**src/rtl/msk_state_unloader.sv**
```systemverilog
// Unloads a loaded masked word as count/width beats, each bit keeping all d
// shares intact. The holding register is wiped on return to idle.
module msk_state_unloader #(
  parameter int d     = 2,
  parameter int count = 128,
  parameter int width = 32
) (
  input  logic                 clk,
  input  logic                 rst,
  input  logic                 in_valid,
  output logic                 in_ready,
  input  logic [count*d-1:0]   in_data,
  output logic                 out_valid,
  input  logic                 out_ready,
  output logic [width*d-1:0]   out_data,
  output logic                 out_last,
  output logic                 busy
);

  localparam int N      = count / width;
  localparam int BEAT_W = width * d;
  localparam int IW     = (N > 1) ? $clog2(N) : 1;
  localparam logic [IW-1:0] LAST_IDX = IW'(N - 1);

  typedef enum logic {IDLE, SEND} state_t;

  state_t                 state_q, state_d;
  logic [IW-1:0]          idx_q, idx_d;
  logic [count*d-1:0]     hold_q, hold_d;
  logic                   out_valid_q, out_valid_d;
  logic                   out_last_q, out_last_d;

  // Last-beat handshake frees the holding register in the same cycle.
  assign in_ready  = (state_q == IDLE) || (out_last_q && out_ready);
  assign out_valid = out_valid_q;
  assign out_last  = out_last_q;
  assign busy      = (state_q == SEND);

  always_comb begin
    out_data = '0;
    if (out_valid_q) begin
      out_data = hold_q[int'(idx_q)*BEAT_W +: BEAT_W];
    end
  end

  always_comb begin
    state_d     = state_q;
    idx_d       = idx_q;
    hold_d      = hold_q;
    out_valid_d = out_valid_q;
    out_last_d  = out_last_q;
    case (state_q)
      IDLE: begin
        if (in_valid) begin
          hold_d      = in_data;
          idx_d       = '0;
          state_d     = SEND;
          out_valid_d = 1'b1;
          out_last_d  = (N == 1);
        end
      end
      SEND: begin
        if (out_ready) begin
          if (!out_last_q) begin
            idx_d      = idx_q + IW'(1);
            out_last_d = ((idx_q + IW'(1)) == LAST_IDX);
          end else if (in_valid) begin
            hold_d     = in_data;
            idx_d      = '0;
            out_last_d = (N == 1);
          end else begin
            hold_d      = '0;
            idx_d       = '0;
            state_d     = IDLE;
            out_valid_d = 1'b0;
            out_last_d  = 1'b0;
          end
        end
      end
      default: begin
        state_d     = IDLE;
        hold_d      = '0;
        idx_d       = '0;
        out_valid_d = 1'b0;
        out_last_d  = 1'b0;
      end
    endcase
  end

  always_ff @(posedge clk or posedge rst) begin
    if (rst) begin
      state_q     <= IDLE;
      idx_q       <= '0;
      hold_q      <= '0;
      out_valid_q <= 1'b0;
      out_last_q  <= 1'b0;
    end else begin
      state_q     <= state_d;
      idx_q       <= idx_d;
      hold_q      <= hold_d;
      out_valid_q <= out_valid_d;
      out_last_q  <= out_last_d;
    end
  end

endmodule

```
**config.mk**
```make
export PLATFORM = sky130hd
export DESIGN_NAME = msk_state_unloader
export DESIGN_NICKNAME = d
export VERILOG_FILES = /design/src/rtl/msk_state_unloader.sv
export SDC_FILE = /design/constraint.sdc
export NUM_CORES = 1
export LEC_CHECK = 0
export ABC_CLOCK_PERIOD_IN_PS = 7600
export BUFFER_PORTS_ARGS = -buffer_cell sky130_fd_sc_hd__buf_2
export CAP_MARGIN = 20
export CORE_MARGIN = 1.5
export CORE_UTILIZATION = 45
export DETAILED_ROUTE_END_ITERATION = 10
export GPL_TIMING_DRIVEN = 0
export PLACE_DENSITY = 0.74
export SKIP_LAST_GASP = 1
export SLEW_MARGIN = 20
export SYNTH_ARGS = -nofsm -noshare
export SYNTH_HDL_FRONTEND = slang
export SYNTH_SLANG_ARGS = --single-unit
```
**constraint.sdc**
```tcl
create_clock -name clk -period 7.6 [get_ports clk]
set_clock_uncertainty 0.05 [all_clocks]
set_input_delay 0 -clock clk [delete_from_list [all_inputs] [get_ports clk]]
set_output_delay 0 -clock clk [all_outputs]
set_load 0.01 [all_outputs]
```
==> results of run 1 <==
Yosys cell counts:
cell type	number	area, µm²
dfrtp_1	261	6530
nor2b_1	1	6.26
a22o_1	256	2240
ha_1	1	12.5
nand2b_1	2	12.5
inv_2	3	11.3
inv_1	1	3.75
a21oi_1	3	15.0
a21boi_2	1	11.3
a31oi_1	2	12.5
nand2_1	5	18.8
o22ai_1	64	400
buf_2	69	345
o21ai_1	2	10.0
mux2i_1	128	1280
o31ai_1	1	7.51
nor3b_1	1	7.51
clkbuf_1	15	56.3
nand3b_1	1	7.51
mux2_2	1	11.3
nor2_1	3	11.3
metrics by stage:
| step | utilization, % | TNS, ns | hold WS [ns] | cells | setup WS (ns) |
|---|---|---|---|---|---|
| 2_1_floorplan | - | 0 | 0.0447 | 821 | 0.366 |
| 5_1_grt | 68.9 | 0 | 0.0842 | 1788 | 4.93 |
| 3_5_place_dp | 54.3 | 0 | 0.0560 | 1474 | 5.65 |
| 4_1_cts | 68.9 | 0 | 0.0245 | 1786 | 5.05 |
| 3_3_place_gp | 54.0 | -615.00 | 0.166 | 1472 | -2.38 |
| 6_report | 69.0 | 0 | 0.0424 | 1790 | 5.08 |
cell families (layout without fill, tap and decap cells):
kind of cell / after synthesis / in the layout / share of synthesized area (%)
multiplexers: 129 / 129 / 11.7
flip-flops: 261 / 261 / 59.3
adder cells (fa/ha/maj): 1 / 1 / 0.114
AO/OA/AOI/OAI: 329 / 329 / 24.5
AND/OR/NAND/NOR: 13 / 13 / 0.579
buffers and inverters: 88 / 729 / 3.78
other: 0 / 4 / 0
sequential cells by signal, summed over array words and instances, names as in the netlist:
register / count
out_valid: 1
out_last: 1
busy: 1
idx_q: 2
hold_q: 256
worst register-to-register path: cells and delay by family, from the launching register on:
family	cells	cell delay [ns]
buf+inv	3	0.84
compound gates	2	0.42
simple gates	1	0.19
flops	1	0.37
final cells by class:
class,instances,share of cell area (%)
flip-flops and latches,261,39.2
plain buffers,84,2.41
clock inverters,15,0.938
inverters,4,0.135
clock buffers,37,4.71
repair buffers,589,25.8
well taps,324,2.43
multi-input cells,472,24.4
diodes,4,0.0600
where the power goes:
group          internal [mW]  total, mW  switching, mW
clock                  0.828       1.40          0.575
sequential              2.10       2.56          0.459
combinational           1.16       2.24           1.08
total                   4.08       6.19           2.11
routing by layer:
layer	vias to the layer above	wire length, µm	GRT usage, %
met1	5252	15400	38.1
met2	610	19700	53.6
met3	153	2760	6.12
li1	4464	-	-
met5	-	0	0
met4	0	1990	14.2
path summary, 6_finish.rpt:
path | startpoint | endpoint | slack (ns) | cells after the start
setup / recovery | out_valid$_DFFE_PP0P_ | out_data[16] | 5.08 | 4
hold / removal | rst | hold_q[148]$_DFFE_PP0P_ | 0.04 | 3
setup reg to reg | busy$_DFF_PP0_ | hold_q[21]$_DFFE_PP0P_ | 5.66 | 6
hold reg to reg | hold_q[188]$_DFFE_PP0P_ | hold_q[188]$_DFFE_PP0P_ | 0.45 | 1
max in group asynchronous | rst | hold_q[122]$_DFFE_PP0P_ | 6.52 | 4
min in group clk | in_data[116] | hold_q[116]$_DFFE_PP0P_ | 0.17 | 3
==> impl_metrics.tcl, run 1 <==
set metrics [dict create \
    outcome "completed" \
    nets 1701 \
    ctsHoldBuffers 260 \
    period_needed_ns 2.52 \
    crit_slowest_cell "clkbuf_1" \
    required_ns 7.55 \
    grt_pass1_vias 11246 \
    yosys_warnings 0 \
    final_hold_viol_count 0 \
    cp_max_fo 10 \
    fin_area_mm2 0.0167 \
    min_path_type "primary input to asynchronous set/reset pin" \
    drive_gt1_share_pct 30.8 \
    die_y_um 159 \
    cp-start-kind "flip-flop" \
    io_buffer_count 327 \
    cpPeakStageDelay_ns 0.53 \
    clock_latency_ns 0.54 \
    postCtsSetupBuffers 0 \
    die_w_um 159 \
    clk_pin_slew_ns 0.07 \
    critPathKind "flip-flop to primary output" \
    cap_violations 0 \
    hpwl_mm 22.8 \
    wl_per_cell_um 22.3 \
    drt.antenna.violating_nets 0 \
    seq_area_mm2 0.00653 \
    endpoint_kind "primary output" \
    critPathTopFamily "buffers and inverters" \
    synth.distinct_cells 21 \
    leakage_nw 8.19 \
    clock-root-buffer "clkbuf_16" \
    core-area_mm2 0.0242 \
    clock_sink_count 261 \
    grt_antenna_before_repair 2 \
    first_pass_iters 5 \
    vdd_drop_max_mv 0.203 \
    syn_area_mm2 0.0110 \
    drt-total-wl_mm 39.9 \
    critPathArrivalTime_ns 2.47 \
    cts_tree "done" \
    cp_cell_sequence "nand2_1 > clkbuf_1 > o22ai_1 > buf_2" \
    grt_max_degree 106 \
    nFillCells 1611 \
    setup_violations 0 \
    synth_nets 1082 \
    num_rows 57 \
    layout_commonest_cell "buf_2" \
    drc_errors 0 \
    synthCells 821 \
    rsz0062_at_grt "false" \
    drt-vias-per-instance 5.85 \
    avgSynthCellArea_um2 13.4 \
    p_per_area_mw_per_mm2 372 \
    relSlewSlack_pct 55.4 \
    place_area_mm2 0.0131 \
    ys_seq_elements 261 \
    grt_pass1_wl_mm 62.3 \
    clock.fmax_mhz 397 \
    overflow 0 \
    clockBufferDepth 3 \
    area_growth_pct 51.4 \
    io_pins 328 \
    power_mw 6.19 \
    place_congestion 0.819 \
    htree_levels 1 \
    drtIter0Drc 812 \
    dieArea_mm2 0.0254 \
    initial_utilization_pct 45.6 \
    slew_violations 0 \
    path_buf_inv 2 \
    worstMarginPinSlew_ns 0.668 \
    ys_seq_area_share_pct 59.3 \
    multi_input_comb_area_mm2 0.00407 \
    ctsResizeCount 0 \
    grt_use_total_pct 31.2 \
    vias 10479 \
    post-route-period-util_pct 33.1 \
    numCtsBuffers 28 \
    layout_common_cells "396 x buf_2, 261 x dfrtp_1, 260 x dlygate4sd3_1" \
]
(Power assumes the default switching activity.)
==> run 2: changes to the inputs <==
ABC_CLOCK_PERIOD_IN_PS = 2500   (was 7600)
PLACE_DENSITY = 0.71   (was 0.74)
clock period = 2.5 ns   (was 7.6 ns; I/O delays follow)
==> run 2 against run 1 <==
Net effect: critical path depth up 2; first-iteration DRC count down 25%; sequential cell count unchanged; setup slack worse by 5.0 ns; sequential power rose to 3.0 times the previous value; sequential share of layout area down 0.55 points; final cell count up 0.28%; global-route usage down 0.67 points; clock power rose to 3.2 times the previous value; hold slack worse by 0.013 ns; count of clock-buffer cells in the layout up 5; critical path type unchanged.
==> impl_metrics.tcl, run 2 (synthesis gave the netlist of run 1 again) <==
set metrics [dict create \
    grt_pass1_wl_mm 61.7 \
    slew_violations 0 \
    overflow 0 \
    drt.antenna.violating_nets 0 \
    layout_commonest_cell "buf_2" \
    final_hold_viol_count 0 \
    reg2reg_to "hold_q[125]$_DFFE_PP0P_" \
    post-route-period-util_pct 96.8 \
    layout_common_cells "386 x buf_2, 261 x dfrtp_1, 260 x dlygate4sd3_1" \
    wl_per_cell_um 22.0 \
    dieArea_mm2 0.0254 \
    io_pins 328 \
    htree_levels 1 \
    drive_gt1_share_pct 31.5 \
    outcome "completed" \
    required_ns 2.45 \
    setup_tns_ns 0 \
    place_congestion 0.839 \
    vdd_drop_max_mv 0.624 \
    reg.largest.list "hold_q: 256 flops, idx_q: 2 flops" \
    clockBufferDepth 3 \
    cp-start-kind "flip-flop" \
    clock.fmax_mhz 413 \
    rsz0062_at_grt "true" \
    critPathTopFamily "buffers and inverters" \
    area_growth_pct 53.5 \
    path_buf_inv 4 \
    fin_util_pct 69.9 \
    cts_tree "done" \
    hold_ws_ns 0.0291 \
    post-place-ws_ns 0.585 \
    grt_pass1_vias 11129 \
    endpoint_kind "primary output" \
    first_pass_iters 5 \
    leakage_nw 8.29 \
    fin_cells 1795 \
    cpPeakStageDelay_ns 0.36 \
    vias 10330 \
    postCtsSetupBuffers 0 \
    initial_utilization_pct 45.6 \
    power_mw 19.1 \
    clock_sink_count 261 \
    grt_use_total_pct 30.6 \
    crit_top_cell "buf_2" \
    cp_max_fo 10 \
    grt_antenna_before_repair 1 \
    critPathArrivalTime_ns 2.37 \
    hpwl_mm 23.6 \
    crit_slowest_cell "dfrtp_1" \
    clock_latency_ns 0.53 \
    fin_area_mm2 0.0169 \
    grt_max_degree 35 \
    drtIter0Drc 608 \
    setup_slack_ns 0.0797 \
    worstMarginPinSlew_ns 0.609 \
    clk_pin_slew_ns 0.06 \
    cp_cell_sequence "clkbuf_1 > clkbuf_4 > buf_2 > mux2i_1 > o22ai_1 > buf_2" \
    reg2regPathDepth 6 \
    io_buffer_count 327 \
    setup_violations 0 \
    regMostFlops "hold_q" \
    clock-root-buffer "clkbuf_16" \
    core-area_mm2 0.0242 \
    drt-total-wl_mm 39.5 \
    die_w_um 159 \
    critPathKind "flip-flop to primary output" \
    timing.reg2reg.setup_slack_ns 0.56 \
    nets 1709 \
    place_area_mm2 0.0132 \
    relSlewSlack_pct 59.4 \
    rr_startpoint "busy$_DFF_PP0_" \
    drc_errors 0 \
    die_y_um 159 \
    drt-vias-per-instance 5.75 \
    min_path_type "primary input to asynchronous set/reset pin" \
    period_needed_ns 2.42 \
    largest_register_ffs 256 \
    cap_violations 0 \
    dp.cells 1481 \
    p_per_area_mw_per_mm2 1130 \
    num_rows 57 \
    numCtsBuffers 29 \
]
==> run 2: layer usage <==
layer | up-vias | routed length (µm) | global-route usage, %
met5 | - | 0 | 0
met3 | 105 | 2570 | 5.83
li1 | 4486 | - | -
met2 | 526 | 19600 | 52.6
met1 | 5213 | 15900 | 38.4
met4 | 0 | 1380 | 11.1
==> run 2: final cells by class <==
cell class / instances / area (µm²)
Clock buffer: 42 / 865
Timing Repair Buffer: 596 / 4430
Inverter: 4 / 18.8
Antenna cell: 1 / 2.50
Multi-Input combinational cell: 472 / 4070
Tap cell: 324 / 405
Fill cell: 1578 / 7270
Sequential cell: 261 / 6530
Clock inverter: 11 / 161
Buffer: 84 / 429
==> run 2: how the worst max path moves through the flow <==
stage	start	endpoint	slack [ns]	cells past startpoint
detailed placement	idx_q[1]$_DFFE_PP0P_	out_data[22]	0.58	6
floorplan	rst	busy$_DFF_PP0_	-0.99	1
finish	idx_q[1]$_DFFE_PP0P_	out_data[43]	0.08	6
CTS	idx_q[1]$_DFFE_PP0P_	out_data[36]	0.006	6
global route	idx_q[0]$_DFFE_PP0P_	out_data[56]	-0.004	5
global placement	rst	hold_q[251]$_DFFE_PP0P_	-2.53	2
==> run 2: worst reg2reg max path: cells and delay by family, from the launching register on <==
| family | cells | cell delay, ns |
|---|---|---|
| DFF | 1 | 0.36 |
| buffers and inverters | 3 | 0.85 |
| AOI/OAI and AO/OA | 2 | 0.40 |
| and+or+nand+nor | 1 | 0.20 |
==> run 2: what timing repair did <==
item / CTS / global route
endpoints found under the hold margin: 331 / 0
hold buffers: 260 / 0
endpoints found under the setup margin: 1 / 57
resized for setup: 1 / 14
gates cloned: 0 / 0
==> run 2: report_power, final <==
group | switching [mW] | total (mW) | internal [mW]
clock | 1.74 | 4.54 | 2.80
sequential | 1.36 | 7.74 | 6.38
combinational | 3.30 | 6.87 | 3.57
total | 6.40 | 19.1 | 12.7
==> run 3: changes to the inputs <==
SETUP_SLACK_MARGIN = 0.15   (was default)
==> run 3 against run 2 <==
Net effect: sequential power barely moved; register-to-register slack barely moved; critical endpoint is now out_data[56]; critical path type unchanged; power is 0.15% higher; wire length about the same; count of clock-buffer cells in the layout stayed put; critical path depth down 1; final cell count did not move; final area is essentially flat; sequential cell count is the same.
==> impl_metrics.tcl, run 3 (synthesis gave the netlist of run 1 again) <==
set metrics [dict create \
    grt_pass1_vias 11128 \
    cp-start-kind "flip-flop" \
    p_per_area_mw_per_mm2 1130 \
    fin_util_pct 70.0 \
    grt_use_total_pct 30.6 \
    rsz0062_at_grt "true" \
    drtIter0Drc 624 \
    grt_pass1_wl_mm 61.7 \
    endpoint_kind "primary output" \
    grt_max_degree 35 \
    setup_violations 0 \
    crit_end "out_data[56]" \
    reg2reg_to "hold_q[149]$_DFFE_PP0P_" \
    worstMarginPinSlew_ns 0.595 \
    die_w_um 159 \
    post-route-period-util_pct 91.1 \
    leakage_nw 8.31 \
    min_path_type "primary input to asynchronous set/reset pin" \
    nets 1709 \
    relSlewSlack_pct 60.3 \
    reg2regPathDepth 6 \
    clock_latency_ns 0.53 \
    path_depth 5 \
    place_congestion 0.839 \
    drc_errors 0 \
    reg.largest.list "hold_q: 256 flops, idx_q: 2 flops" \
    setup_slack_ns 0.223 \
    rr_startpoint "busy$_DFF_PP0_" \
    first_pass_iters 5 \
    power_mw 19.2 \
    numCtsBuffers 29 \
    critPathArrivalTime_ns 2.23 \
    cp_max_fo 10 \
    critPathKind "flip-flop to primary output" \
    clock_sink_count 261 \
    grt_antenna_before_repair 1 \
    drive_gt1_share_pct 31.9 \
    drt.antenna.violating_nets 0 \
    required_ns 2.45 \
    vdd_drop_max_mv 0.625 \
    core-area_mm2 0.0242 \
    layout_commonest_cell "buf_2" \
    post-place-ws_ns 0.585 \
    io_pins 328 \
    largest_register_ffs 256 \
    setup_tns_ns 0 \
    period_needed_ns 2.28 \
    layout_common_cells "385 x buf_2, 261 x dfrtp_1, 260 x dlygate4sd3_1" \
    timing.reg2reg.setup_slack_ns 0.55 \
    clock.fmax_mhz 439 \
    clock-root-buffer "clkbuf_16" \
    cp_cell_sequence "inv_2 > nand2_1 > clkbuf_2 > o22ai_1 > buf_2" \
    crit_start "idx_q[0]$_DFFE_PP0P_" \
    overflow 0 \
    path_buf_inv 3 \
    outcome "completed" \
    postCtsSetupBuffers 0 \
    clk_pin_slew_ns 0.06 \
    final_hold_viol_count 0 \
    dieArea_mm2 0.0254 \
    cpPeakStageDelay_ns 0.42 \
    hpwl_mm 23.6 \
    initial_utilization_pct 45.6 \
    cap_violations 0 \
    regMostFlops "hold_q" \
    crit_slowest_cell "dfrtp_1" \
    cts_tree "done" \
    io_buffer_count 327 \
    slew_violations 0 \
    drt-total-wl_mm 39.5 \
    vias 10332 \
    drt-vias-per-instance 5.76 \
    critPathTopFamily "buffers and inverters" \
    num_rows 57 \
    clockBufferDepth 3 \
    wl_per_cell_um 22.0 \
    htree_levels 1 \
    area_growth_pct 53.6 \
    die_y_um 159 \
]
## run 3: cell types whose count changed in the layout (fill, tap and decap cells not counted)
cell | previous run | this run
clkbuf_2 | 2 | 8
buf_6 | 0 | 1
clkbuf_1 | 17 | 11
buf_4 | 1 | 8
clkbuf_4 | 9 | 2
buf_2 | 386 | 385
## run 3: per-layer routing
layer,GRT usage [%],vias to the layer above,part of all wire (%)
met5,0,-,0
met4,11.1,0,3.5
met3,5.83,103,6.5
met2,52.6,541,50
met1,38.4,5207,40
li1,-,4481,-
## run 3: worst min-delay path by stage
stage	from	to	slack (ns)	depth (start not counted)
2_1_floorplan	in_valid	idx_q[0]$_DFFE_PP0P_	0.04	1
3_3_place_gp	in_data[113]	hold_q[113]$_DFFE_PP0P_	0.17	2
4_1_cts	rst	hold_q[88]$_DFFE_PP0P_	0.03	3
5_1_grt	rst	hold_q[88]$_DFFE_PP0P_	0.06	3
6_report	rst	hold_q[216]$_DFFE_PP0P_	0.03	3
3_5_place_dp	rst	hold_q[216]$_DFFE_PP0P_	0.04	2
## run 3: worst min-delay path: cells and delay by family
| family | cells | cell delay, ns |
|---|---|---|
| buffers and inverters | 3 | 1.05 |
## run 3: final cells by class
cell class	instances	area, µm²
flip-flops and latches	261	6530
plain buffers	84	443
multi-input cells	472	4070
inverters	4	18.8
clock buffers	42	865
clock inverters	11	161
fillers	1572	7250
repair buffers	596	4430
diodes	1	2.50
well taps	324	405
## run 3: through the flow
stage,hold slack [ns],area (µm²),cells
floorplan,0.0447,11000,821
global placement,0.166,13100,1472
detailed placement,0.0351,13200,1481
CTS,0.0271,16900,1794
global route,0.0642,16900,1795
finish,0.0283,16900,1795
## run 3: where the power goes
part	switching, mW	leakage, nW	internal, mW
combinational	3.30	4.46	3.59
clock	1.74	0.507	2.80
sequential	1.36	3.35	6.38
## run 3: what timing repair did
action / in CTS / in global routing
pin swaps: 0 / 0
hold endpoints to repair: 331 / 0
endpoints found under the setup margin: 64 / 57
gates resized for setup: 15 / 7
hold buffers: 260 / 0
